`config.mk`:
```
export PLATFORM = sky130hd
export DESIGN_NAME = ntsc_clock_sequencer
export DESIGN_NICKNAME = d
export VERILOG_FILES = /design/src/rtl/ntsc_clk_pkg.sv /design/src/rtl/ce_divider.sv /design/src/rtl/ntsc_clock_sequencer.sv
export SDC_FILE = /design/constraint.sdc
export NUM_CORES = 1
export LEC_CHECK = 0
export CORE_ASPECT_RATIO = 0.5
export CORE_MARGIN = 3
export CORE_UTILIZATION = 52
export CTS_CLUSTER_DIAMETER = 50
export CTS_CLUSTER_SIZE = 40
export DETAILED_ROUTE_END_ITERATION = 10
export PLACE_DENSITY_LB_ADDON = 0.15
export SYNTH_ARGS = -nofsm -noshare
export SYNTH_HDL_FRONTEND = slang
export SYNTH_SLANG_ARGS = --single-unit
```
`constraint.sdc`:
```
create_clock -name clock -period 2.15 [get_ports clock]
set_input_delay 0.43 -clock clock [delete_from_list [all_inputs] [get_ports clock]]
set_output_delay 0.43 -clock clock [all_outputs]
set_load 0.05 [all_outputs]
```
`src/rtl/ntsc_clk_pkg.sv`:
```
// Shared definitions for the 8x NTSC clock sequencer: state encoding, default divisors and a
// counter-width helper.
package ntsc_clk_pkg;

    typedef enum logic [1:0] {
        StWaitLock  = 2'd0,
        StStabilise = 2'd1,
        StRun       = 2'd2
    } ntsc_state_e;

    localparam int unsigned DefLockFilter   = 4;
    localparam int unsigned DefStableCycles = 1024;
    localparam int unsigned DefVdpDiv       = 8;
    localparam int unsigned DefSndDiv       = 64;
    localparam int unsigned DefI2sDiv       = 2;

    // Bits needed to hold 0..max_val; never narrower than one bit.
    function automatic int unsigned cnt_width(input int unsigned max_val);
        return (max_val > 0) ? $clog2(max_val + 1) : 1;
    endfunction

endpackage

```
`src/rtl/ce_divider.sv`:
```
// Single-cycle clock-enable generator: counts 0..DIV-1 while enabled, registered pulse on the
// cycle whose count is DIV-1. Synchronous clear returns to phase 0.
module ce_divider
    import ntsc_clk_pkg::*;
#(
    parameter int unsigned DIV = 8
) (
    input  logic clock,
    input  logic reset,
    input  logic clr_i,
    input  logic en_i,
    output logic ce_o
);

    localparam int unsigned CntW = cnt_width(DIV - 1);
    localparam logic [CntW-1:0] CntLast = CntW'(DIV - 1);

    logic [CntW-1:0] cnt_q, cnt_d;
    logic            ce_q, ce_d;

    // cnt_q always holds the phase of the current cycle, so ce is computed from the next phase.
    always_comb begin
        cnt_d = cnt_q;
        ce_d  = 1'b0;
        if (clr_i) begin
            cnt_d = '0;
        end else if (en_i) begin
            cnt_d = (cnt_q == CntLast) ? '0 : cnt_q + 1'b1;
            ce_d  = (cnt_d == CntLast);
        end
    end

    always_ff @(posedge clock) begin
        if (reset) begin
            cnt_q <= '0;
            ce_q  <= 1'b0;
        end else begin
            cnt_q <= cnt_d;
            ce_q  <= ce_d;
        end
    end

    assign ce_o = ce_q;

endmodule

```
`src/rtl/ntsc_clock_sequencer.sv`:
```
// Start-up sequencer for the 8x colourburst clock: qualifies PLL lock, holds downstream reset
// until stable, then issues VDP/sound/I2S clock enables. Lock loss drops back and is recorded.
module ntsc_clock_sequencer
    import ntsc_clk_pkg::*;
#(
    parameter int unsigned LOCK_FILTER   = DefLockFilter,
    parameter int unsigned STABLE_CYCLES = DefStableCycles,
    parameter int unsigned VDP_DIV       = DefVdpDiv,
    parameter int unsigned SND_DIV       = DefSndDiv,
    parameter int unsigned I2S_DIV       = DefI2sDiv
) (
    input  logic       clock,
    input  logic       reset,
    input  logic       pll_locked,
    input  logic       lock_lost_clr,
    output logic       sys_reset_out,
    output logic       vdp_ce,
    output logic       snd_ce,
    output logic       i2s_ce,
    output logic [1:0] state,
    output logic       lock_lost
);

    localparam int unsigned FiltW = cnt_width(LOCK_FILTER - 1);
    localparam int unsigned StabW = cnt_width(STABLE_CYCLES - 1);
    localparam logic [FiltW-1:0] FiltLast = FiltW'(LOCK_FILTER - 1);
    localparam logic [StabW-1:0] StabLast = StabW'(STABLE_CYCLES - 1);

    logic             sync1_q, lock_s_q;
    logic [FiltW-1:0] filt_cnt_q, filt_cnt_d;
    logic [StabW-1:0] stab_cnt_q, stab_cnt_d;
    ntsc_state_e      state_q, state_d;
    logic             sys_reset_q, sys_reset_d;
    logic             lock_lost_q, lock_lost_d;
    logic             lock_loss;
    logic             div_clr, div_en;

    always_comb begin
        state_d    = state_q;
        filt_cnt_d = filt_cnt_q;
        stab_cnt_d = stab_cnt_q;
        lock_loss  = 1'b0;
        case (state_q)
            StWaitLock: begin
                stab_cnt_d = '0;
                if (!lock_s_q) begin
                    filt_cnt_d = '0;
                end else if (filt_cnt_q == FiltLast) begin
                    filt_cnt_d = '0;
                    state_d    = StStabilise;
                end else begin
                    filt_cnt_d = filt_cnt_q + 1'b1;
                end
            end
            StStabilise: begin
                if (!lock_s_q) begin
                    lock_loss = 1'b1;
                end else if (stab_cnt_q == StabLast) begin
                    stab_cnt_d = '0;
                    state_d    = StRun;
                end else begin
                    stab_cnt_d = stab_cnt_q + 1'b1;
                end
            end
            StRun: begin
                if (!lock_s_q) begin
                    lock_loss = 1'b1;
                end
            end
            default: begin
                state_d    = StWaitLock;
                filt_cnt_d = '0;
                stab_cnt_d = '0;
            end
        endcase
        if (lock_loss) begin
            state_d    = StWaitLock;
            filt_cnt_d = '0;
            stab_cnt_d = '0;
        end
        // A new loss wins over a coincident clear.
        lock_lost_d = lock_loss | (lock_lost_q & ~lock_lost_clr);
        sys_reset_d = (state_d != StRun);
    end

    // Dividers sit at phase 0 outside RUN and only advance once RUN is the current state.
    assign div_clr = (state_d != StRun);
    assign div_en  = (state_q == StRun);

    always_ff @(posedge clock) begin
        if (reset) begin
            sync1_q     <= 1'b0;
            lock_s_q    <= 1'b0;
            state_q     <= StWaitLock;
            filt_cnt_q  <= '0;
            stab_cnt_q  <= '0;
            sys_reset_q <= 1'b1;
            lock_lost_q <= 1'b0;
        end else begin
            sync1_q     <= pll_locked;
            lock_s_q    <= sync1_q;
            state_q     <= state_d;
            filt_cnt_q  <= filt_cnt_d;
            stab_cnt_q  <= stab_cnt_d;
            sys_reset_q <= sys_reset_d;
            lock_lost_q <= lock_lost_d;
        end
    end

    ce_divider #(.DIV(VDP_DIV)) u_vdp_div (
        .clock (clock),
        .reset (reset),
        .clr_i (div_clr),
        .en_i  (div_en),
        .ce_o  (vdp_ce)
    );

    ce_divider #(.DIV(SND_DIV)) u_snd_div (
        .clock (clock),
        .reset (reset),
        .clr_i (div_clr),
        .en_i  (div_en),
        .ce_o  (snd_ce)
    );

    ce_divider #(.DIV(I2S_DIV)) u_i2s_div (
        .clock (clock),
        .reset (reset),
        .clr_i (div_clr),
        .en_i  (div_en),
        .ce_o  (i2s_ce)
    );

    assign sys_reset_out = sys_reset_q;
    assign state         = state_q;
    assign lock_lost     = lock_lost_q;

endmodule

```
==> metrics.txt <==
crit start category flip-flop; PortBufs 10; Final nets 205; Via density 5.71; drt initial violations 65; final cycle utilization of the critical path 0.940; gr usage total 0.180; number of detailed-route iterations in the first pass 4; Post-synth ARST share 0; row cnt 13; Worst-Skew Late Latency 0.29 ns; PostCTS Resize Cnt 0; Avg WL per Cell 13.9 um; CTS tree built; initial core utilization 0.581; Yosys warnings 0; largest net degree at the start of global routing 16; Max-slew headroom 0.656; WP data required 2.37 ns; Tot Pwr 1.16 mW; Setup crit end kind flip-flop; ys flop type dfxtp_1; P_leak 0.616 nW; kind of critical path reg2reg; clock transition at the registers of the reported paths 0.07 ns; clk_skew 0.00908 ns; crit-path max FO 7; # diodes 0; DR vias 1308; Final setup viols 0; layout cells sized above 1 0.182; clock sink total 31; Mapped Cells 174; Unique masters post-synth 43; TritonCTS Buffers 5; CTS H-tree lvls 2; maxcap violations 0; Least-Margin Pin Slew 0.514 ns; unrepaired setup endpoints after global routing false; Max Freq 495 MHz; peak supply drop 0.445 mV; hold crit path type reg2reg; Die W 84.6 um; Setup Buffers After CTS 0; initial antenna violation count 0; Core ar. 2770 um^2; I/O pin total 11; clock root cell clkbuf_8; Setup TNS 0 ns; DIE HEIGHT 45.3 um; first-pass GRT wire length 5.24 mm; final instance area 1870 um^2; DRC violations left 0; minimum clock period after layout 2.02 ns; total die area 3830 um^2; area of the mapped netlist 1610 um^2; P&R area growth vs syn 16.7%; syn_nets 188; final hold viol count 0; syn avg cell area 9.23 um^2; Post-DP HPWL 2.27 mm; GP Congestion 0.843; Post-Route WL 3.18 mm; post-synthesis sequential area ratio 0.386; Yosys reg bits 31; Final Max Slew Viols 0; vias in the first global route 1184; Post-synth EDFFs 0; Post-DP Area 1790 um^2; Post-CTS Hold Buffers 0; DRT antenna net count 0; global route overflow 0; status finished clean; CP arrival 2.24 ns; clock buffer depth 2; P per Cell Area 618 nW/um^2
[per-layer routing]
layer | wire length [um] | up-vias | GRT usage | share of wire
met2 | 1540 | 20 | 0.320 | 0.48
li1 | - | 671 | - | -
met1 | 1460 | 610 | 0.198 | 0.46
met3 | 149 | 7 | 0.0783 | 0.047
met5 | 0 | - | 0 | 0
met4 | 34 | 0 | 0.0631 | 0.011
[cell families after synthesis]
group | synth area share
compound gates | 0.158
buf+inv | 0.0483
mux | 0.00623
flops | 0.386
xor+xnor | 0.0436
fa+ha+maj | 0.0779
simple gates | 0.280
[report_power, final]
| group | leakage [nW] | internal (mW) | total (mW) | switching (mW) |
|---|---|---|---|---|
| sequential | 0.252 | 0.581 | 0.587 | 0.00646 |
| clock | 0.0402 | 0.225 | 0.466 | 0.241 |
| combinational | 0.324 | 0.0408 | 0.105 | 0.0641 |
| total | 0.616 | 0.846 | 1.16 | 0.311 |
[layout by cell type (no fill, tap or decap), drive strengths merged, types with 3 or more instances in the layout]
cell and instances:
clkdlybuf4s50 10, buf 8, o21ai 8, nor4 7
inv 8, nand3 5, a21oi 11, or3 4
nand4 4, xnor2 6, nand2 8, nor3 12
clkbuf 5, nor2 12, ha 10, dfxtp 31
a31oi 3, nor2b 6
[worst max-delay path: stages, from the launching register on]
cell	delay [ns]
dfxtp_4	0.39
inv_1	0.07
ha_1	0.31
nor2b_1	0.15
or3_1	0.37
a31o_2	0.32
buf_4	0.20
nor3_2	0.15
[final timing paths]
| check | start | endpoint | slack (ns) | depth (start not counted) |
|---|---|---|---|---|
| hold reg to reg | sync1_q | lock_s_q | 0.45 | 1 |
| hold / removal | sync1_q | lock_s_q | 0.45 | 1 |
| setup reg to reg | state[0] | u_vdp_div.ce_o | 0.13 | 7 |
| setup / recovery | state[0] | u_vdp_div.ce_o | 0.13 | 7 |
[per-stage QoR]
step	util	std cells	worst slack, ns	hold WS (ns)
finish	0.678	229	0.128	0.449
CTS	0.678	229	0.112	0.455
detailed placement	0.646	221	0.143	0.432
floorplan	-	174	0.0219	0.414
global placement	0.646	221	0.178	0.420
global route	0.678	229	0.0436	0.470
[area by class of cell]
class	instances	area (um^2)
Fill cell	218	891
Multi-Input combinational cell	127	921
Timing Repair Buffer	18	160
Inverter	8	30.0
Clock buffer	5	68.8
Tap cell	37	46.3
Sequential cell	31	628
Clock inverter	3	20.0
[Yosys cell counts, drive strengths merged (2+ instances only)]
cell | n | area (um^2)
a21oi | 11 | 55.1
nand3b | 2 | 15.0
xnor2 | 6 | 52.6
clkbuf | 4 | 15.0
buf | 4 | 32.5
nor4b | 2 | 17.5
o21a | 2 | 15.0
xor2 | 2 | 17.5
nor3 | 12 | 100
and3 | 2 | 12.5
nor2b | 6 | 37.5
dfxtp | 31 | 621
or2 | 2 | 12.5
nor4 | 7 | 50.1
nor3b | 2 | 15.0
a21boi | 2 | 15.0
ha | 10 | 125
a2111oi | 2 | 36.3
nor2 | 12 | 45.0
o21ai | 8 | 40.0
inv | 8 | 30.0
or3 | 4 | 25.0
nand3 | 5 | 25.0
a31oi | 3 | 18.8
nand4 | 4 | 25.0
nand2 | 8 | 30.0
or4 | 2 | 15.0
[registers in the layout (all words and copies together) (netlist names)]
register and count:
stab_cnt_q 10, u_snd_div.cnt_q 6, u_vdp_div.cnt_q 3, filt_cnt_q 2, state 2, lock_lost 1, lock_s_q 1, sync1_q 1
sys_reset_out 1, u_i2s_div.ce_o 1, u_i2s_div.cnt_q 1, u_snd_div.ce_o 1, u_vdp_div.ce_o 1
Power figures use the tool's default switching activity.
